<file path="src/rtl/sweep_peak_tracker_pkg.sv">
// Shared types and default widths for the sweep/max/display path.
// Holds the sweep FSM state encoding and the default bus widths.
package sweep_peak_tracker_pkg;

  localparam int DEF_DATA_W  = 12;
  localparam int DEF_ANGLE_W = 8;

  typedef enum logic [2:0] {
    S_IDLE,
    S_MOVE,
    S_SETTLE,
    S_SAMPLE,
    S_COMPARE,
    S_NEXT,
    S_PARK,
    S_DONE
  } state_t;

endpackage

</file>
<file path="src/rtl/sweep_peak_tracker_sample_averager.sv">
// Accumulates 2^AVG_LOG2 valid ADC samples and presents their mean.
// Ports: clk, reset (async low), clear, enable, sample/sample_valid in; avg, full out.
module sample_averager
  import sweep_peak_tracker_pkg::*;
#(
  parameter int DATA_W   = DEF_DATA_W,
  parameter int AVG_LOG2 = 2
) (
  input  logic              clk,
  input  logic              reset,
  input  logic              clear,
  input  logic              enable,
  input  logic [DATA_W-1:0] sample,
  input  logic              sample_valid,
  output logic [DATA_W-1:0] avg,
  output logic              full
);

  localparam int SUM_W = DATA_W + AVG_LOG2;
  localparam int CNT_W = AVG_LOG2 + 1;
  localparam int NSAMP = 1 << AVG_LOG2;

  logic [SUM_W-1:0] sum;
  logic [CNT_W-1:0] cnt;

  assign full = (cnt == CNT_W'(NSAMP));
  // Dropping the low bits is the truncating divide.
  assign avg  = sum[SUM_W-1 -: DATA_W];

  always_ff @(posedge clk or negedge reset) begin
    if (!reset) begin
      sum <= '0;
      cnt <= '0;
    end else if (clear) begin
      sum <= '0;
      cnt <= '0;
    end else if (enable && sample_valid && !full) begin
      sum <= sum + SUM_W'(sample);
      cnt <= cnt + 1'b1;
    end
  end

endmodule

</file>
<file path="src/rtl/sweep_peak_tracker.sv">
// Sweeps the servo angle, averages ADC samples per angle, parks at the peak.
// Ports: clk, reset, start, adc_value/adc_valid in; theta, busy, done, max_value, max_theta out.
module sweep_peak_tracker
  import sweep_peak_tracker_pkg::*;
#(
  parameter int DATA_W     = DEF_DATA_W,
  parameter int ANGLE_W    = DEF_ANGLE_W,
  parameter int ANGLE_MIN  = 0,
  parameter int ANGLE_MAX  = 180,
  parameter int ANGLE_STEP = 5,
  parameter int SETTLE_CYC = 50000,
  parameter int AVG_LOG2   = 2
) (
  input  logic               clk,
  input  logic               reset,
  input  logic               start,
  input  logic [DATA_W-1:0]  adc_value,
  input  logic               adc_valid,
  output logic [ANGLE_W-1:0] theta,
  output logic               busy,
  output logic               done,
  output logic [DATA_W-1:0]  max_value,
  output logic [ANGLE_W-1:0] max_theta
);

  if (ANGLE_MIN > ANGLE_MAX || ANGLE_MAX >= (1 << ANGLE_W) ||
      ANGLE_STEP < 1 || SETTLE_CYC < 1) begin : g_bad_cfg
    $error("sweep_peak_tracker: illegal parameter set");
  end

  localparam int SET_W = (SETTLE_CYC < 2) ? 1 : $clog2(SETTLE_CYC);
  localparam logic [ANGLE_W-1:0] A_MIN  = ANGLE_W'(ANGLE_MIN);
  localparam logic [ANGLE_W-1:0] A_STEP = ANGLE_W'(ANGLE_STEP);
  localparam logic [ANGLE_W:0]   A_MAXW = (ANGLE_W+1)'(ANGLE_MAX);
  localparam logic [ANGLE_W:0]   A_STPW = (ANGLE_W+1)'(ANGLE_STEP);
  localparam logic [SET_W-1:0]   SET_LAST = SET_W'(SETTLE_CYC - 1);

  state_t             state;
  state_t             state_nxt;
  logic [SET_W-1:0]   settle_cnt;
  logic [DATA_W-1:0]  best_val;
  logic [ANGLE_W-1:0] best_theta;
  logic [DATA_W-1:0]  avg;
  logic               avg_full;
  logic               avg_clear;
  logic               avg_en;
  logic [ANGLE_W:0]   step_sum;
  logic               past_max;

  // One extra bit so an angle near 2^ANGLE_W cannot wrap back to 0.
  assign step_sum = {1'b0, theta} + A_STPW;
  assign past_max = (step_sum > A_MAXW);

  sample_averager #(
    .DATA_W   (DATA_W),
    .AVG_LOG2 (AVG_LOG2)
  ) u_avg (
    .clk          (clk),
    .reset        (reset),
    .clear        (avg_clear),
    .enable       (avg_en),
    .sample       (adc_value),
    .sample_valid (adc_valid),
    .avg          (avg),
    .full         (avg_full)
  );

  always_ff @(posedge clk or negedge reset) begin
    if (!reset) state <= S_IDLE;
    else        state <= state_nxt;
  end

  always_comb begin
    state_nxt = state;
    avg_clear = 1'b0;
    avg_en    = 1'b0;
    unique case (state)
      S_IDLE, S_DONE: begin
        if (start) state_nxt = S_MOVE;
      end
      S_MOVE: state_nxt = S_SETTLE;
      S_SETTLE: begin
        if (settle_cnt == SET_LAST) begin
          state_nxt = S_SAMPLE;
          avg_clear = 1'b1;
        end
      end
      S_SAMPLE: begin
        avg_en = 1'b1;
        if (avg_full) state_nxt = S_COMPARE;
      end
      S_COMPARE: state_nxt = S_NEXT;
      S_NEXT: state_nxt = past_max ? S_PARK : S_MOVE;
      S_PARK: state_nxt = S_DONE;
      default: state_nxt = S_IDLE;
    endcase
  end

  always_ff @(posedge clk or negedge reset) begin
    if (!reset) begin
      theta      <= A_MIN;
      busy       <= 1'b0;
      done       <= 1'b0;
      max_value  <= '0;
      max_theta  <= A_MIN;
      best_val   <= '0;
      best_theta <= A_MIN;
      settle_cnt <= '0;
    end else begin
      unique case (state)
        S_IDLE, S_DONE: begin
          if (start) begin
            theta      <= A_MIN;
            best_val   <= '0;
            best_theta <= A_MIN;
            busy       <= 1'b1;
            done       <= 1'b0;
          end
        end
        S_MOVE: settle_cnt <= '0;
        S_SETTLE: settle_cnt <= settle_cnt + 1'b1;
        S_COMPARE: begin
          // Strict compare keeps the earliest angle on ties.
          if (avg > best_val) begin
            best_val   <= avg;
            best_theta <= theta;
          end
        end
        S_NEXT: begin
          if (!past_max) theta <= theta + A_STEP;
        end
        S_PARK: begin
          theta     <= best_theta;
          max_value <= best_val;
          max_theta <= best_theta;
          busy      <= 1'b0;
          done      <= 1'b1;
        end
        default: ;
      endcase
    end
  end

endmodule

</file>
<file path="config.mk">
export PLATFORM = sky130hd
export DESIGN_NAME = sweep_peak_tracker
export DESIGN_NICKNAME = d
export VERILOG_FILES = /design/src/rtl/sweep_peak_tracker_pkg.sv /design/src/rtl/sweep_peak_tracker_sample_averager.sv /design/src/rtl/sweep_peak_tracker.sv
export SDC_FILE = /design/constraint.sdc
export NUM_CORES = 1
export LEC_CHECK = 0
export BUFFER_PORTS_ARGS = -buffer_cell sky130_fd_sc_hd__buf_2
export CAP_MARGIN = 10
export CELL_PAD_IN_SITES_DETAIL_PLACEMENT = 0
export CELL_PAD_IN_SITES_GLOBAL_PLACEMENT = 2
export CORE_MARGIN = 1.5
export CORE_UTILIZATION = 37
export CTS_CLUSTER_SIZE = 12
export DETAILED_ROUTE_END_ITERATION = 10
export PLACE_DENSITY = 0.92
export RECOVER_POWER = 100
export SYNTH_ARGS = -nofsm -noshare
export SYNTH_HDL_FRONTEND = slang
export SYNTH_HIERARCHICAL = 1
export SYNTH_SLANG_ARGS = --single-unit
</file>
<file path="constraint.sdc">
create_clock -name clk -period 3.5 [get_ports clk]
set_input_delay 0.7 -clock clk [delete_from_list [all_inputs] [get_ports clk]]
set_output_delay 0.7 -clock clk [all_outputs]
set_load 0.1 [all_outputs]
</file>
==> impl_metrics.py <==
metrics = {
    "yosys": {
        "syn_area_per_cell_sq_um": 8.49,
        "ys_seq_elements": 86,
        "synth_edf_count": 0,
        "syn_inst": 607,
        "yosysWarnings": 6,
        "synth-main-ff-cell": "dfrtp_1",
        "syn_nets": 653,
        "ys_seq_area_share_pct": 41.8,
        "netlist_area_sq_um": 5150,
        "ys_types": 67,
        "synth-async-reset-ratio_pct": 100,
    },
    "routing": {
        "antenna_left": 0,
        "drc": 0,
        "drt-pass1-iter-count": 4,
        "totalWireLength_um": 12100,
        "vias_per_cell": 5.44,
        "drtIter0Drc": 264,
        "drt-wirelength-per-cell_um": 14.9,
        "vias": 4397,
    },
    "placement": {
        "dpl.hpwl_um": 8580,
        "dpl_worst_slack_ns": 0.706,
        "io_buffer_count": 45,
        "dp_cells": 791,
        "gp_congestion": 0.876,
    },
    "status": {
        "status": "finished, violations left",
        "failed_checks": "capacitance limit, slew limit",
    },
    "layout": {
        "final_cell_mix": "118 x nand2_1, 86 x dfrtp_1, 72 x o21ai_0",
        "final_common_cell": "nand2_1",
        "area_delta_synth_final_pct": 10.3,
        "final_util_pct": 42.4,
        "regArea_sq_um": 2150,
        "fill_cells": 1389,
        "nets": 672,
        "final_cells": 808,
        "drive_gt1_share_pct": 7.13,
        "multi_input_area_sq_um": 2680,
    },
    "cts": {
        "postCtsResizedCells": 0,
        "cts_num_sinks": 86,
        "cts_tree": "done",
        "ctsHtreeMaxLevel": 3,
        "postCtsHoldBufs": 0,
        "clk_pin_slew_ns": 0.06,
        "cts_buffers": 9,
        "root_buffer": "clkbuf_16",
        "post_cts_buffers": 0,
        "clock_path_buffers": 2,
        "worstSkewPairLatency_ns": 0.34,
    },
    "min_path": {
        "worstHoldEndpoint": "max_value[5]",
        "worstHoldPathCells": 2,
        "holdCritStartpoint": "max_value[5]",
        "min_path_type": "flop to flop",
    },
    "worst_setup_path": {
        "worstSetupPathType": "flop to flop",
        "end_kind": "flop",
        "worstPathMaxFanout": 10,
        "cp-start-kind": "flop",
        "reg2reg_slack_ns": 0.47,
        "crit_arrival_ns": 3.25,
        "r2r_start": "theta[0]",
        "crit_required_ns": 3.73,
        "rr_endpoint": "theta[5]",
        "r2r_cells": 7,
    },
    "sta": {
        "tns_ns": 0,
        "max-slew-margin-rel_pct": -1.65,
        "skew_ns": 0.00583,
        "min_period_ns": 3.03,
        "drv_slew": 61,
        "rsz0062_at_grt": "no",
        "finalHoldViolations": 0,
        "tightest_slew_ns": 1.52,
        "setup_violations": 0,
        "fin_ws_ns": 0.473,
        "max_freq_mhz": 330,
        "fin_crit_sh_pct": 86.5,
    },
    "floorplanning": {
        "dieArea_sq_um": 14600,
        "die_x_um": 121,
        "io_pins": 46,
        "core_area_sq_um": 13400,
        "die_y_um": 121,
        "initial_utilization_pct": 38.5,
        "rows": 42,
    },
    "global_route": {
        "grt_util_all_layers_pct": 17.5,
        "grt_pass1_vias": 4089,
        "globalRoute.totalOverflow": 0,
        "grt_first_pass_wirelength_um": 20400,
        "antenna_found_initial": 1,
        "grt_max_degree": 61,
    },
    "power": {
        "powerDensity_nw_per_um2": 923,
        "p_leak_uw": 0.00245,
        "ir_drop_mv": 0.351,
    },
    "job": {
        "maxCapViolCount": 1,
    },
}
layout make-up:
class	instances	area share [%]
well taps	176	3.87
multi-input cells	452	47.1
diodes	1	0.0440
flip-flops and latches	86	37.9
clock inverters	5	1.01
repair buffers	53	4.09
inverters	24	1.58
clock buffers	11	4.45
registers in the layout, summed over array words and instances, names as in the netlist:
name / cells
best_theta: 8
best_val: 12
busy: 1
done: 1
max_theta: 8
max_value: 12
settle_cnt: 16
state: 3
theta: 8
u_avg/cnt: 3
u_avg/sum: 14
worst max-delay path by stage:
| stage | start | cells after the start | slack (ns) | end |
|---|---|---|---|---|
| 6_report | theta[0] | 7 | 0.47 | theta[5] |
| 5_1_grt | theta[0] | 7 | 0.26 | theta[5] |
| 4_1_cts | theta[0] | 7 | 0.69 | theta[0] |
| 3_5_place_dp | theta[0] | 7 | 0.71 | theta[0] |
| 3_3_place_gp | theta[0] | 7 | 0.78 | theta[0] |
| 2_1_floorplan | theta[0] | 8 | 0.28 | theta[0] |
cells in the mapped netlist, drive strengths merged (3+ instances only):
cell type / number / share of area [%]
nand2: 118 / 8.6
dfrtp: 86 / 42
o21ai: 75 / 7.4
nand3: 37 / 3.6
a21oi: 31 / 3.1
clkbuf: 30 / 2.2
ha: 29 / 7.0
nor2: 25 / 1.8
inv: 24 / 1.7
buf: 15 / 2.2
a21o: 11 / 1.6
and3: 10 / 1.2
a31oi: 9 / 1.2
nor3: 9 / 0.87
nand4: 8 / 1.1
nor4: 8 / 0.97
a211oi: 7 / 1.5
nor2b: 7 / 0.85
o211ai: 6 / 0.87
o21a: 5 / 0.73
o31ai: 4 / 0.58
a22oi: 3 / 0.44
and2: 3 / 0.36
nor4b: 3 / 0.51
or2: 3 / 0.36
metal layers:
metal	wire (um)	GRT usage [%]
met1	6030	24.9
met2	5370	27.0
met3	463	2.58
met4	222	6.84
met5	0	0
per-stage QoR:
stage	cell area [sq um]	power [uW]	hold slack (ns)
2_1_floorplan	5150	3850	0.404
4_1_cts	5750	5310	0.469
3_3_place_gp	5440	4260	0.453
5_1_grt	5680	5630	0.498
3_5_place_dp	5440	4310	0.464
6_report	5690	5240	0.476
kinds of logic after synthesis:
logic type | after synthesis | share of synthesized area [%]
muxes | 4 | 0.898
DFF | 86 | 41.8
adders and majority gates | 30 | 7.43
AOI/OAI and AO/OA | 173 | 21.4
xor gates and xnor gates | 3 | 0.510
buffers and inverters | 69 | 6.14
and+or+nand+nor | 242 | 21.9
critical path: stages (launching register included):
cell      delay (ns)
dfrtp_1         0.52
ha_1            0.36
o21ai_2         0.11
a2111o_1        0.44
a211oi_1        0.52
a211oi_4        0.20
or2_0           0.41
a211o_1         0.35
report_power, final:
group	leakage [uW]	total (uW)	switching, uW	internal (uW)
Sequential	0.00113	1670	346	1330
Clock	0.000144	993	402	591
Combinational	0.00118	2580	1870	706
Total	0.00245	5240	2620	2620
(Power assumes the default switching activity.)
